`src/rtl/red_pitaya_enable_seq.sv`:
```
// Enable sequencer: applies a requested enable mask one bit at a time with a
// fixed settle interval, tearing down enabled bits before bringing new ones up.
module red_pitaya_enable_seq #(
  parameter int N_SUB  = 4,
  parameter int SETTLE = 8
) (
  input  logic             clk,
  input  logic             rstn,
  input  logic [N_SUB-1:0] req_mask_i,
  input  logic             sleep_i,
  output logic [N_SUB-1:0] enable_o,
  output logic             busy_o,
  output logic             done_o
);

  localparam int CW = (SETTLE > 1) ? $clog2(SETTLE) : 1;
  localparam logic [CW-1:0] CNT_LOAD = CW'(SETTLE - 1);

  typedef enum logic [0:0] {
    IDLE = 1'b0,
    WAIT = 1'b1
  } state_t;

  state_t           state_r, state_nxt_s;
  logic [N_SUB-1:0] req_r, enable_r, enable_nxt_s;
  logic [N_SUB-1:0] diff_s, off_s, on_s, step_s;
  logic [CW-1:0]    cnt_r, cnt_nxt_s;
  logic             busy_r, done_r, done_nxt_s;

  function automatic logic [N_SUB-1:0] highest_bit(input logic [N_SUB-1:0] v);
    logic [N_SUB-1:0] r;
    r = '0;
    for (int i = 0; i < N_SUB; i++) begin
      if (v[i]) begin
        r    = '0;
        r[i] = 1'b1;
      end
    end
    return r;
  endfunction

  function automatic logic [N_SUB-1:0] lowest_bit(input logic [N_SUB-1:0] v);
    logic [N_SUB-1:0] r;
    r = '0;
    for (int i = N_SUB - 1; i >= 0; i--) begin
      if (v[i]) begin
        r    = '0;
        r[i] = 1'b1;
      end
    end
    return r;
  endfunction

  assign diff_s = req_r ^ enable_r;
  assign off_s  = diff_s & enable_r;
  assign on_s   = diff_s & ~enable_r;

  // Pick the single bit to toggle: tear-down (highest first) wins over bring-up (lowest first)
  always_comb begin
    step_s = '0;
    if (off_s != '0) begin
      step_s = highest_bit(off_s);
    end else begin
      step_s = lowest_bit(on_s);
    end
  end

  // State register plus registered datapath and outputs
  always_ff @(posedge clk) begin
    if (!rstn) begin
      state_r  <= IDLE;
      req_r    <= '0;
      enable_r <= '0;
      cnt_r    <= '0;
      busy_r   <= 1'b0;
      done_r   <= 1'b0;
    end else begin
      state_r  <= state_nxt_s;
      req_r    <= sleep_i ? '0 : req_mask_i;
      enable_r <= enable_nxt_s;
      cnt_r    <= cnt_nxt_s;
      busy_r   <= (state_nxt_s == WAIT);
      done_r   <= done_nxt_s;
    end
  end

  // Next-state logic
  always_comb begin
    state_nxt_s = state_r;
    case (state_r)
      IDLE: begin
        if (diff_s != '0) begin
          state_nxt_s = WAIT;
        end else begin
          state_nxt_s = IDLE;
        end
      end
      WAIT: begin
        if ((cnt_r != '0) || (diff_s != '0)) begin
          state_nxt_s = WAIT;
        end else begin
          state_nxt_s = IDLE;
        end
      end
      default: state_nxt_s = IDLE;
    endcase
  end

  // Output/datapath logic: the running settle interval always completes before the next step
  always_comb begin
    enable_nxt_s = enable_r;
    cnt_nxt_s    = cnt_r;
    done_nxt_s   = 1'b0;
    case (state_r)
      IDLE: begin
        if (diff_s != '0) begin
          enable_nxt_s = enable_r ^ step_s;
          cnt_nxt_s    = CNT_LOAD;
        end else begin
          cnt_nxt_s    = cnt_r;
        end
      end
      WAIT: begin
        if (cnt_r != '0) begin
          cnt_nxt_s = cnt_r - CW'(1);
        end else if (diff_s != '0) begin
          enable_nxt_s = enable_r ^ step_s;
          cnt_nxt_s    = CNT_LOAD;
        end else begin
          done_nxt_s   = 1'b1;
        end
      end
      default: begin
        enable_nxt_s = enable_r;
        cnt_nxt_s    = cnt_r;
      end
    endcase
  end

  assign enable_o = enable_r;
  assign busy_o   = busy_r;
  assign done_o   = done_r;

endmodule
```
`config.mk`:
```
export PLATFORM = sky130hd
export DESIGN_NAME = red_pitaya_enable_seq
export DESIGN_NICKNAME = d
export VERILOG_FILES = /design/src/rtl/red_pitaya_enable_seq.sv
export SDC_FILE = /design/constraint.sdc
export NUM_CORES = 1
export LEC_CHECK = 0
export ABC_AREA = 0
export CELL_PAD_IN_SITES_DETAIL_PLACEMENT = 0
export CELL_PAD_IN_SITES_GLOBAL_PLACEMENT = 1
export CORE_UTILIZATION = 40
export CTS_CLUSTER_DIAMETER = 30
export DETAILED_ROUTE_END_ITERATION = 7
export GPL_ROUTABILITY_DRIVEN = 0
export PLACE_DENSITY = 0.81
export SYNTH_ARGS = -nofsm -noshare
export SYNTH_HDL_FRONTEND = slang
export SYNTH_SLANG_ARGS = --single-unit
```
`constraint.sdc`:
```
create_clock -name clk -period 2.9 [get_ports clk]
set_input_delay 0.29 -clock clk [delete_from_list [all_inputs] [get_ports clk]]
set_output_delay 0.29 -clock clk [all_outputs]
set_load 0.01 [all_outputs]
```
==> results.ini <==
[run_status]
outcome = finished clean

[global_route]
antenna_found_initial = 0
grt_first_pass_wirelength_um = 2200
maximum_number_of_pins_on_one_net_before_global_route_repair = 9
grt-ovfl-total = 0
via_count_of_the_first_global_routing_pass = 536
groute.usage.overall_pct = 16.1

[final_layout]
layout_nets = 110
fillerInstances = 151
layout_commonest_cell = dfxtp_1
final_core_util_pct = 55.1
area.sequential_um2 = 260
areaGrowthSynthToFinish_pct = 21.8
layout.cells.non_filler = 108
most_used_cells_in_the_layout_excluding_fill_and_tap_cells = dfxtp_1, clkdlybuf4s50_1, inv_1, ha_1, nor2_1
fraction_of_final_layout_cells_with_drive_strength_greater_than_1_pct = 6.52
diodes = 0
multi_input_area_um2 = 400

[worst_setup_path]
slowest_stage_delay_on_critical_path_ps = 410
setup.reg_to_reg.worst_slack_ps = 1120
regToRegStartpoint = enable_o[0]$_SDFFE_PN0P_
critPathMaxFanout = 4
reg2reg_depth = 6
crit_path_cell_trace = inv_1 > ha_1 > nor4_2 > a31oi_1 > or4_1 > a21oi_1
data_required_time_of_the_critical_path_ps = 3120
timing.critical_path.arrival_ps = 2000
slowest_stage = dfxtp_1
criticalPathCategory = register to register
timing.rr.end = enable_o[3]$_SDFFE_PN0P_
timing.critical_path.from_type = register
critical_path.endpoint_type = register

[clocking]
cts_resized = 0
clock_tree_from_tritoncts = built
number_of_setup_buffers_added_after_cts = 0
h-tree-depth = 1
cts_root_buf = clkbuf_4
numCtsBuffers = 3
path_clk_slew_ps = 80
cts.path.max_buffers = 2
clk-insertion-delay-late_ps = 280
cts-hold-fix-buffers = 0
tritoncts_num_sinks = 13

[sta]
final_period_minus_worst_setup_slack_ps = 1780
setup_viol = 0
max_freq_mhz = 562
worst_clock_skew_ps = 2.42
tightest_slew_ps = 401
final.period_utilization_pct = 61.4
grt_setup_unrepaired = no
slew_headroom_pct = 73.2
final-max-slew-violation-count = 0
final_hold_violating_endpoints = 0
finalSetupTns_ps = 0

[route]
drt.antenna.violating_nets = 0
drtIter0Drc = 7
route.detailed.vias_per_inst = 5.40
via_count = 583
route.final.wire_length_um = 1260
firstDrtPassIters = 6
post-route-drc-count = 0
route.detailed.wl_per_inst_um = 11.7

[placement]
buffer_ports.inserted = 12
place.detailed.hpwl_um = 978
numPlacedInstances = 104

[floorplanning]
floorplan.initialDensity_pct = 45.2
die_area_um2 = 1960
core_um2 = 1580
ios = 13
rows = 14
die_width_um = 44.2
die_h_um = 44.2

[hold_path]
min_delay_path_depth = 1
holdCritPathClass = register to register
min_delay_worst_endpoint = cnt_r[0]$_SDFF_PN0_
hp-start = cnt_r[0]$_SDFF_PN0_

[pwr]
power-per-cell-area_nw_per_um2 = 637
power.total_mw = 0.553
ir_drop_v = 0.000338
total_leakage_power_nw = 0.351

[synth]
portion_of_the_post_synthesis_area_used_by_sequential_elements_pct = 36.5
netlist_top_cells_area = dfxtp_1, ha_1, inv_1
synth.lib_cells_used.distinct = 27
synth.largest_area_cell = dfxtp_1
synth.ff_latch_count = 13
syn-instance-count = 77
synthesis.area_um2 = 713
yosys_warnings = 0
syn_nets = 94
avgSynthCellArea_um2 = 9.26
share_of_yosys_cell_area_claimed_by_the_top_area_cell_type_pct = 36.5

[job]
max-cap-violations = 0

-- area by class of cell --
cell class | count | share of cell area [%]
multi-input cells | 52 | 46.1
flip-flops and latches | 13 | 30.0
repair buffers | 12 | 13.8
inverters | 11 | 4.76
clock buffers | 4 | 3.03
well taps | 16 | 2.31
-- cell usage after synthesis (all sizes together) --
master	n
buf	1
mux2i	2
ha	10
nor4	3
a2111oi	1
inv	11
a31oi	1
nand2	4
or2	1
nor3	2
a211oi	1
and2	5
dfxtp	13
nand4	1
a21o	1
nand2b	2
xnor2	1
o31ai	1
nor2	7
a221oi	2
o21bai	1
or4	1
a21oi	3
and4	2
-- metrics by stage --
| step | hold slack, ps | area (um2) | setup WS, ps |
|---|---|---|---|
| floorplan | 412 | 713 | 1220 |
| global placement | 463 | 842 | 1160 |
| detailed placement | 464 | 842 | 1140 |
| CTS | 477 | 868 | 1110 |
| global route | 508 | 868 | 989 |
| finish | 480 | 868 | 1120 |
-- where the power goes --
part	internal [mW]	total [mW]	switching, mW
combinational	0.104	0.209	0.105
sequential	0.207	0.230	0.0233
clock	0.0534	0.115	0.0611
-- worst max-delay path by stage --
stage	start	slack, ps	endpoint	cells after the start
after global placement	enable_o[1]$_SDFFE_PN0P_	1160	enable_o[1]$_SDFFE_PN0P_	5
after floorplan	enable_o[3]$_SDFFE_PN0P_	1220	enable_o[3]$_SDFFE_PN0P_	5
after CTS	enable_o[0]$_SDFFE_PN0P_	1110	enable_o[3]$_SDFFE_PN0P_	6
after global routing	enable_o[1]$_SDFFE_PN0P_	990	enable_o[3]$_SDFFE_PN0P_	6
after detailed placement	enable_o[1]$_SDFFE_PN0P_	1140	enable_o[3]$_SDFFE_PN0P_	6
final	enable_o[0]$_SDFFE_PN0P_	1120	enable_o[3]$_SDFFE_PN0P_	6
-- state kept, by name, summed over array words and instances, names as in the netlist --
| register | flops |
|---|---|
| req_r | 4 |
| enable_o | 4 |
| done_o | 1 |
| cnt_r | 3 |
| busy_o | 1 |
-- per-layer routing --
metal / track usage (%) / vias to the layer above / part of all wire [%] / wire length (um)
met3: 2.86 / 4 / 2.8 / 35
met5: 0 / - / 0 / 0
met1: 20.9 / 269 / 52 / 659
met4: 12.7 / 0 / 2.3 / 29
li1: - / 297 / - / -
met2: 23.5 / 13 / 43 / 536
-- kinds of logic after synthesis --
kind of cell,synth area share [%]
compound gates,11.1
xor+xnor,1.23
fa+ha+maj,17.5
flops,36.5
mux,2.81
simple gates,23.5
buf+inv,7.37
-- critical path, delay by kind of cell (launching register included) --
| family | cells | cell delay [ps] |
|---|---|---|
| AOI/OAI and AO/OA | 2 | 300 |
| adders and majority gates | 1 | 230 |
| DFF | 1 | 410 |
| buffers and inverters | 1 | 60 |
| and+or+nand+nor | 2 | 710 |
Power figures use the tool's default switching activity.
